===== src/rtl/warp_sched_pkg.sv =====
// Shared types and constants for the warp issue scheduler.
// Contents: offer/push state enums, stall-counter width and a warp-id width helper.
package warp_sched_pkg;

   localparam int unsigned STALL_CNT_W = 16;

   typedef enum logic {IDLE, OFFER} offer_state_t;
   typedef enum logic {PUSH_IDLE, PUSH_RUN} push_state_t;

   // Warp-id width; at least one bit so single-bit selects stay legal.
   function automatic int unsigned wid(input int unsigned n);
      return (n > 1) ? $clog2(n) : 1;
   endfunction

endpackage


===== src/rtl/warp_rr_arbiter.sv =====
// Round-robin arbiter: finds the first requester after the last grant.
// Ports:
//   req_i   - per-warp request vector
//   last_i  - index of the most recent grant; the search starts at last_i+1
//   grant_o - one-hot grant
//   idx_o   - index of the granted warp
//   any_o   - some request was granted
module warp_rr_arbiter
   import warp_sched_pkg::*;
#(
   parameter int unsigned NUM_WARPS = 4,
   parameter int unsigned WID       = wid(NUM_WARPS)
) (
   input  logic [NUM_WARPS-1:0] req_i,
   input  logic [WID-1:0]       last_i,
   output logic [NUM_WARPS-1:0] grant_o,
   output logic [WID-1:0]       idx_o,
   output logic                 any_o
);

   logic [WID-1:0] cand;

   // Walk the ring once, starting just after the previous winner.
   always_comb begin
      grant_o = '0;
      idx_o   = '0;
      any_o   = 1'b0;
      cand    = '0;
      for (int unsigned i = 1; i <= NUM_WARPS; i++) begin
         cand = WID'((32'(last_i) + i) % NUM_WARPS);
         if (!any_o && req_i[cand]) begin
            grant_o[cand] = 1'b1;
            idx_o         = cand;
            any_o         = 1'b1;
         end
      end
   end

endmodule


===== src/rtl/warp_issue_scheduler.sv =====
// N-warp issue scheduler for one compute unit.
// Tracks per-warp PC / in-flight / busy-mask / done, offers the next ready warp
// round-robin to fetch, retires decoded instructions and owns the push path.
// Ports:
//   clk, reset                  - clock, synchronous active-high reset
//   warp_enable                 - launched warps
//   issue_valid/warp/pc, issue_ready        - offer handshake to fetch
//   dec_*                       - decoder result for an in-flight warp
//   lsu_clear_*                 - LSU completion, clears busy-mask bits
//   matmul_done                 - push/pull unit finished the current matmul
//   push_active, push_warp, pause           - push-path ownership
//   all_busy, all_done          - status
//   stall_cnt                   - per-warp 16-bit stall counters
// Option macro WARP_SCHED_STALL_CNT_EN enables the stall counters; otherwise
// stall_cnt is tied to zero.
module warp_issue_scheduler
   import warp_sched_pkg::*;
#(
   parameter int unsigned NUM_WARPS  = 4,
   parameter int unsigned PC_WIDTH   = 8,
   parameter int unsigned MASK_WIDTH = 4,
   parameter int unsigned PC_STEP    = 2,
   parameter int unsigned START_PC   = 0,
   localparam int unsigned WID       = wid(NUM_WARPS)
) (
   input  logic                             clk,
   input  logic                             reset,
   input  logic [NUM_WARPS-1:0]             warp_enable,
   input  logic                             issue_ready,
   output logic                             issue_valid,
   output logic [WID-1:0]                   issue_warp,
   output logic [PC_WIDTH-1:0]              issue_pc,
   input  logic                             dec_valid,
   input  logic [WID-1:0]                   dec_warp,
   input  logic                             dec_is_mem,
   input  logic [MASK_WIDTH-1:0]            dec_mask,
   input  logic                             dec_is_matmul,
   input  logic                             dec_is_exit,
   input  logic                             dec_branch_en,
   input  logic [PC_WIDTH-1:0]              dec_branch_target,
   input  logic                             lsu_clear_valid,
   input  logic [WID-1:0]                   lsu_clear_warp,
   input  logic [MASK_WIDTH-1:0]            lsu_clear_mask,
   input  logic                             matmul_done,
   output logic                             push_active,
   output logic [WID-1:0]                   push_warp,
   output logic                             pause,
   output logic                             all_busy,
   output logic                             all_done,
   output logic [STALL_CNT_W*NUM_WARPS-1:0] stall_cnt
);

   logic [PC_WIDTH-1:0]   pc_q   [NUM_WARPS];
   logic [PC_WIDTH-1:0]   pc_d   [NUM_WARPS];
   logic [MASK_WIDTH-1:0] busy_q [NUM_WARPS];
   logic [MASK_WIDTH-1:0] busy_d [NUM_WARPS];
   logic [NUM_WARPS-1:0]  inflight_q, inflight_d, done_q, done_d, ready;
   offer_state_t          offer_q, offer_d;
   push_state_t           push_q, push_d;
   logic [WID-1:0]        issue_warp_q, issue_warp_d, rr_q, rr_d, push_warp_q, push_warp_d;
   logic [PC_WIDTH-1:0]   issue_pc_q, issue_pc_d, pick_pc;

   logic                  accept, dec_hit, push_free, mm_accept, mm_replay, retire;
   logic [NUM_WARPS-1:0]  arb_req, arb_grant;
   logic [WID-1:0]        arb_last, arb_idx;
   logic                  arb_any;

   // Per-warp eligibility for the next offer.
   always_comb begin
      ready = '0;
      for (int unsigned w = 0; w < NUM_WARPS; w++) begin
         ready[w] = warp_enable[w] & ~done_q[w] & ~inflight_q[w] & (busy_q[w] == '0)
                  & ~((push_q == PUSH_RUN) && (push_warp_q == WID'(w)));
      end
   end

   // The warp accepted this cycle is still "ready" in the flops; hide it and
   // restart the search after it.
   assign accept   = (offer_q == OFFER) & issue_ready;
   assign arb_req  = ready & ~(accept ? (NUM_WARPS'(1) << issue_warp_q) : '0);
   assign arb_last = accept ? issue_warp_q : rr_q;

   warp_rr_arbiter #(
      .NUM_WARPS (NUM_WARPS),
      .WID       (WID)
   ) u_arb (
      .req_i   (arb_req),
      .last_i  (arb_last),
      .grant_o (arb_grant),
      .idx_o   (arb_idx),
      .any_o   (arb_any)
   );

   // PC of the picked warp (one-hot AND-OR mux).
   always_comb begin
      pick_pc = '0;
      for (int unsigned w = 0; w < NUM_WARPS; w++) begin
         pick_pc |= arb_grant[w] ? pc_q[w] : '0;
      end
   end

   // A matmul that finds the push path held by another matmul is bounced for replay.
   assign dec_hit   = dec_valid & inflight_q[dec_warp];
   assign push_free = (push_q == PUSH_IDLE) | matmul_done;
   assign mm_accept = dec_hit & dec_is_matmul & push_free;
   assign mm_replay = dec_hit & dec_is_matmul & ~push_free;
   assign retire    = dec_hit & ~mm_replay;

   // Next-state: offer FSM, retire, LSU clear, push FSM.
   always_comb begin
      offer_d      = offer_q;
      push_d       = push_q;
      issue_warp_d = issue_warp_q;
      issue_pc_d   = issue_pc_q;
      rr_d         = rr_q;
      push_warp_d  = push_warp_q;
      inflight_d   = inflight_q;
      done_d       = done_q;
      pc_d         = pc_q;
      busy_d       = busy_q;

      case (offer_q)
         IDLE: begin
            if (arb_any) begin
               offer_d      = OFFER;
               issue_warp_d = arb_idx;
               issue_pc_d   = pick_pc;
            end
         end
         OFFER: begin
            if (issue_ready) begin
               rr_d                     = issue_warp_q;
               inflight_d[issue_warp_q] = 1'b1;
               if (arb_any) begin
                  issue_warp_d = arb_idx;
                  issue_pc_d   = pick_pc;
               end else begin
                  offer_d = IDLE;
               end
            end
         end
         default: offer_d = IDLE;
      endcase

      if (dec_hit) begin
         inflight_d[dec_warp] = 1'b0;
      end
      if (retire) begin
         if (dec_is_exit) begin
            done_d[dec_warp] = 1'b1;
         end else begin
            pc_d[dec_warp] = dec_branch_en ? dec_branch_target
                                           : pc_q[dec_warp] + PC_WIDTH'(PC_STEP);
         end
      end

      // Clear first so a same-cycle set of the same bit wins.
      if (lsu_clear_valid) begin
         busy_d[lsu_clear_warp] = busy_d[lsu_clear_warp] & ~lsu_clear_mask;
      end
      if (retire && dec_is_mem) begin
         busy_d[dec_warp] = busy_d[dec_warp] | dec_mask;
      end

      case (push_q)
         PUSH_IDLE: begin
            if (mm_accept) begin
               push_d      = PUSH_RUN;
               push_warp_d = dec_warp;
            end
         end
         PUSH_RUN: begin
            if (mm_accept) begin
               push_warp_d = dec_warp;
            end else if (matmul_done) begin
               push_d = PUSH_IDLE;
            end
         end
         default: push_d = PUSH_IDLE;
      endcase
   end

   always_ff @(posedge clk) begin
      if (reset) begin
         offer_q      <= IDLE;
         push_q       <= PUSH_IDLE;
         issue_warp_q <= '0;
         issue_pc_q   <= PC_WIDTH'(START_PC);
         rr_q         <= WID'(NUM_WARPS - 1);
         push_warp_q  <= '0;
         inflight_q   <= '0;
         done_q       <= '0;
         for (int unsigned w = 0; w < NUM_WARPS; w++) begin
            pc_q[w]   <= PC_WIDTH'(START_PC);
            busy_q[w] <= '0;
         end
      end else begin
         offer_q      <= offer_d;
         push_q       <= push_d;
         issue_warp_q <= issue_warp_d;
         issue_pc_q   <= issue_pc_d;
         rr_q         <= rr_d;
         push_warp_q  <= push_warp_d;
         inflight_q   <= inflight_d;
         done_q       <= done_d;
         pc_q         <= pc_d;
         busy_q       <= busy_d;
      end
   end

   assign issue_valid = (offer_q == OFFER);
   assign issue_warp  = issue_warp_q;
   assign issue_pc    = issue_pc_q;
   assign push_active = (push_q == PUSH_RUN);
   assign push_warp   = push_warp_q;
   assign pause       = push_active & (busy_q[push_warp_q] != '0);
   assign all_busy    = (|(warp_enable & ~done_q)) & ~(|ready);
   assign all_done    = (|warp_enable) & (&(done_q | ~warp_enable));

`ifdef WARP_SCHED_STALL_CNT_EN
   logic [STALL_CNT_W-1:0] stall_q [NUM_WARPS];

   // Saturating count of cycles a live warp could not be offered.
   always_ff @(posedge clk) begin
      if (reset) begin
         for (int unsigned w = 0; w < NUM_WARPS; w++) stall_q[w] <= '0;
      end else begin
         for (int unsigned w = 0; w < NUM_WARPS; w++) begin
            if (warp_enable[w] && !done_q[w] && !ready[w] && (stall_q[w] != '1)) begin
               stall_q[w] <= stall_q[w] + STALL_CNT_W'(1);
            end
         end
      end
   end

   always_comb begin
      stall_cnt = '0;
      for (int unsigned w = 0; w < NUM_WARPS; w++) begin
         stall_cnt[w*STALL_CNT_W +: STALL_CNT_W] = stall_q[w];
      end
   end
`else
   assign stall_cnt = '0;
`endif

endmodule


===== config.mk =====
export PLATFORM = sky130hd
export DESIGN_NAME = warp_issue_scheduler
export DESIGN_NICKNAME = d
export VERILOG_FILES = /design/src/rtl/warp_sched_pkg.sv /design/src/rtl/warp_rr_arbiter.sv /design/src/rtl/warp_issue_scheduler.sv
export SDC_FILE = /design/constraint.sdc
export NUM_CORES = 1
export LEC_CHECK = 0
export CAP_MARGIN = 5
export CORE_ASPECT_RATIO = 2
export CORE_MARGIN = 2
export CORE_UTILIZATION = 46
export DETAILED_ROUTE_END_ITERATION = 16
export PLACE_DENSITY = 0.89
export SYNTH_ARGS = -nofsm -noshare
export SYNTH_HDL_FRONTEND = slang
export SYNTH_SLANG_ARGS = --single-unit

===== constraint.sdc =====
create_clock -name clk -period 3.6 [get_ports clk]
set_input_delay 0.72 -clock clk [delete_from_list [all_inputs] [get_ports clk]]
set_output_delay 0.72 -clock clk [all_outputs]
set_load 0.02 [all_outputs]

==> metrics.cfg <==
[yosys]
synth_edf_count=0
synth_top_area_share=0.304
post-synth-top-area-cell=dfxtp_1
synth_flop_cell=dfxtp_1
synth_area_leaders=dfxtp_1 30%, buf_4 10%, mux4_2 8.1%
synth_warnings=0
synthCells=540
synth_seq_cells=72
avgSynthCellArea_um2=8.78
syn-cell-area_um2=4740
synthDistinctLibCells=58
async_reset_ff_frac=0
yosysSeqAreaShare=0.304

[clocking]
cts.sinks=72
cts-buffers-inserted=9
cts_tree=yes
cts_max_level=3
ctsRootBufferMaster=clkbuf_16
clk_latency_ps=340
clockBufferDepth=2
path_clk_slew_ps=60

[global_route]
grt_max_degree=42
grt_pass1_vias=4507
grt_usage=0.247
grt_pass1_wl_um=21300
antenna_found_initial=0
grt_overflow_total=0

[floorplanning]
design.die.area_um2=11200
io_pins=115
die_h_um=148
row_count=52
fp.coreArea_um2=10100
fp.dieW_um=75.8
start_util=0.470

[pwr]
clkPwrFrac=0.381
power_w=0.00236
leakage_nw=2.20
pwr-share-comb=0.263
p_sw_frac=0.316
power.net_switching_w=0.000746
peakVddDrop_uv=281
internal-power_w=0.00161
seqPwrFrac=0.356
p_per_area_nw_per_um2=411

[sta]
skew_ps=6.13
max_freq_mhz=282
fin_ws_ps=54.2
final-hold-violation-count=0
min_period_ps=3550
setup_violations=0
slew_headroom=0.238
post-route-period-util=0.985
slew_viol_final=0
worstMarginPinSlew_ps=1140

[setup_path]
worstPathArrival_ps=3800
end_kind=register
cp.required_ps=3850
crit_slowest_cell=mux4_2
worstSetupStartpointType=primary input
crit_type=in -> reg
critPathMaxStageDelay_ps=560
crit_fanout=8
crit_chain=clkdlybuf4s50_1 -> or3b_2 -> or4_4 -> mux4_2 -> o311a_4 -> o2bb2ai_4 -> buf_4 -> a222oi_1 -> a211oi_1

[finish]
antenna_cells=0
synthToLayoutAreaGrowth_pct=21.2
instances_no_fill=761
drive_gt1_frac=0.158
layout.nets=664
final_util=0.570
design_area_um2=5750

[placement]
portBuffers=50
gp_congestion=0.975
hpwl_um=10200
placed_cells=742
place_ws_ps=-374
place_area_um2=5400

[worst_hold_path]
hold_class=reg -> reg

[drt]
dr.pass1.iters=5
avgViaCountPerCell=5.97
wirelength_um=13700
wl_per_cell_um=17.9
drt_iter0_drc=423
ant_nets=0
vias=4545
drc_errors=0

[run_status]
outcome=finished clean

[run]
max_cap_violations=0

==> metrics by stage <==
stage | setup TNS (ps) | hold slack [ps]
final | 0 | 502
after CTS | 0 | 497
after global routing | -25.7 | 527
after detailed placement | -2810 | 480
after global placement | -1830 | 474
after floorplan | 0 | 442
==> layout make-up <==
type / instances / area, µm²
well taps: 135 / 169
clock buffers: 10 / 229
clock inverters: 6 / 68.8
inverters: 9 / 33.8
multi-input cells: 432 / 2940
repair buffers: 97 / 863
fillers: 850 / 4340
flip-flops and latches: 72 / 1440
==> worst max-delay path, delay by kind of cell <==
family	cells	cell delay, ps
buffers and inverters	2	660
muxes	1	560
and+or+nand+nor	2	930
AOI/OAI and AO/OA	4	930
==> cells by family (layout without fill, tap and decap cells) <==
logic type                 count (synthesis)  in the layout  share of synthesized area
buffers and inverters                     99            122                      0.131
and+or+nand+nor                          187            187                      0.192
AOI/OAI and AO/OA                        116            116                      0.183
muxes                                     51             51                      0.156
xor gates and xnor gates                   5              5                    0.00924
DFF                                       72             72                      0.304
adders and majority gates                  9              9                     0.0238
other                                      1             64                   0.000791
==> cells in the final DEF (no fill, tap or decap), drive strengths merged, types with 8 or more instances in the layout <==
master,n
nor2,85
dfxtp,72
conb,64
clkdlybuf4s50,48
buf,48
a211oi,35
mux2i,33
nand2,32
o21ai,26
mux4,18
a21oi,15
nand2b,12
inv,10
clkbuf,10
ha,9
nand3,8
a222oi,8
==> repair_timing <==
action	in CTS	in global routing
gates resized for setup	2	5
buffers inserted	0	3
pin swaps	1	8
endpoints found under the setup margin	8	7
hold buffers	0	0
==> cell usage after synthesis, types with 4 or more instances <==
cell type / instances
a211oi_1: 35
and2_1: 4
ha_1: 9
mux2i_1: 33
nand3_1: 8
or3b_2: 4
a21oi_1: 15
o21ai_0: 26
nand2_1: 32
o211ai_1: 4
dfxtp_1: 72
nor4_1: 4
mux4_2: 17
nor2_1: 85
nor3_1: 5
nor2b_1: 4
nand2b_1: 12
clkbuf_1: 23
buf_4: 64
or4_1: 5
a222oi_1: 8
inv_1: 9
==> final timing paths <==
check                           slack [ps]     endpoint  cells past startpoint            from
worst max register to register         320  issue_pc[4]                      8       busy_q[9]
worst min-delay path                   500    done_q[0]                      2       done_q[0]
worst max-delay path                    50  issue_pc[4]                      9  warp_enable[1]
worst min register to register         500    done_q[0]                      2       done_q[0]
==> layer usage <==
metal | part of all wire | global-route usage
met1 | 0.33 | 0.244
met2 | 0.54 | 0.438
met3 | 0.059 | 0.0375
met4 | 0.068 | 0.176
met5 | 0 | 0
==> power groups by stage <==
stage / Combinational, W / Sequential [W] / Clock [W]
final: 0.000620 / 0.000841 / 0.000900
after global placement: 0.000553 / 0.000856 / 0
after detailed placement: 0.000577 / 0.000858 / 0
after global routing: 0.000660 / 0.000842 / 0.000941
after CTS: 0.000584 / 0.000840 / 0.000899
after floorplan: 0.000403 / 0.000861 / 0
==> sequential cells by signal (all words and copies together) (netlist names) <==
register,count
issue_pc,8
issue_valid,1
busy_q,16
push_active,1
pc_q,32
push_warp,2
inflight_q,4
rr_q,2
done_q,4
issue_warp,2
Note: power is estimated with default switching activity, not from simulation.
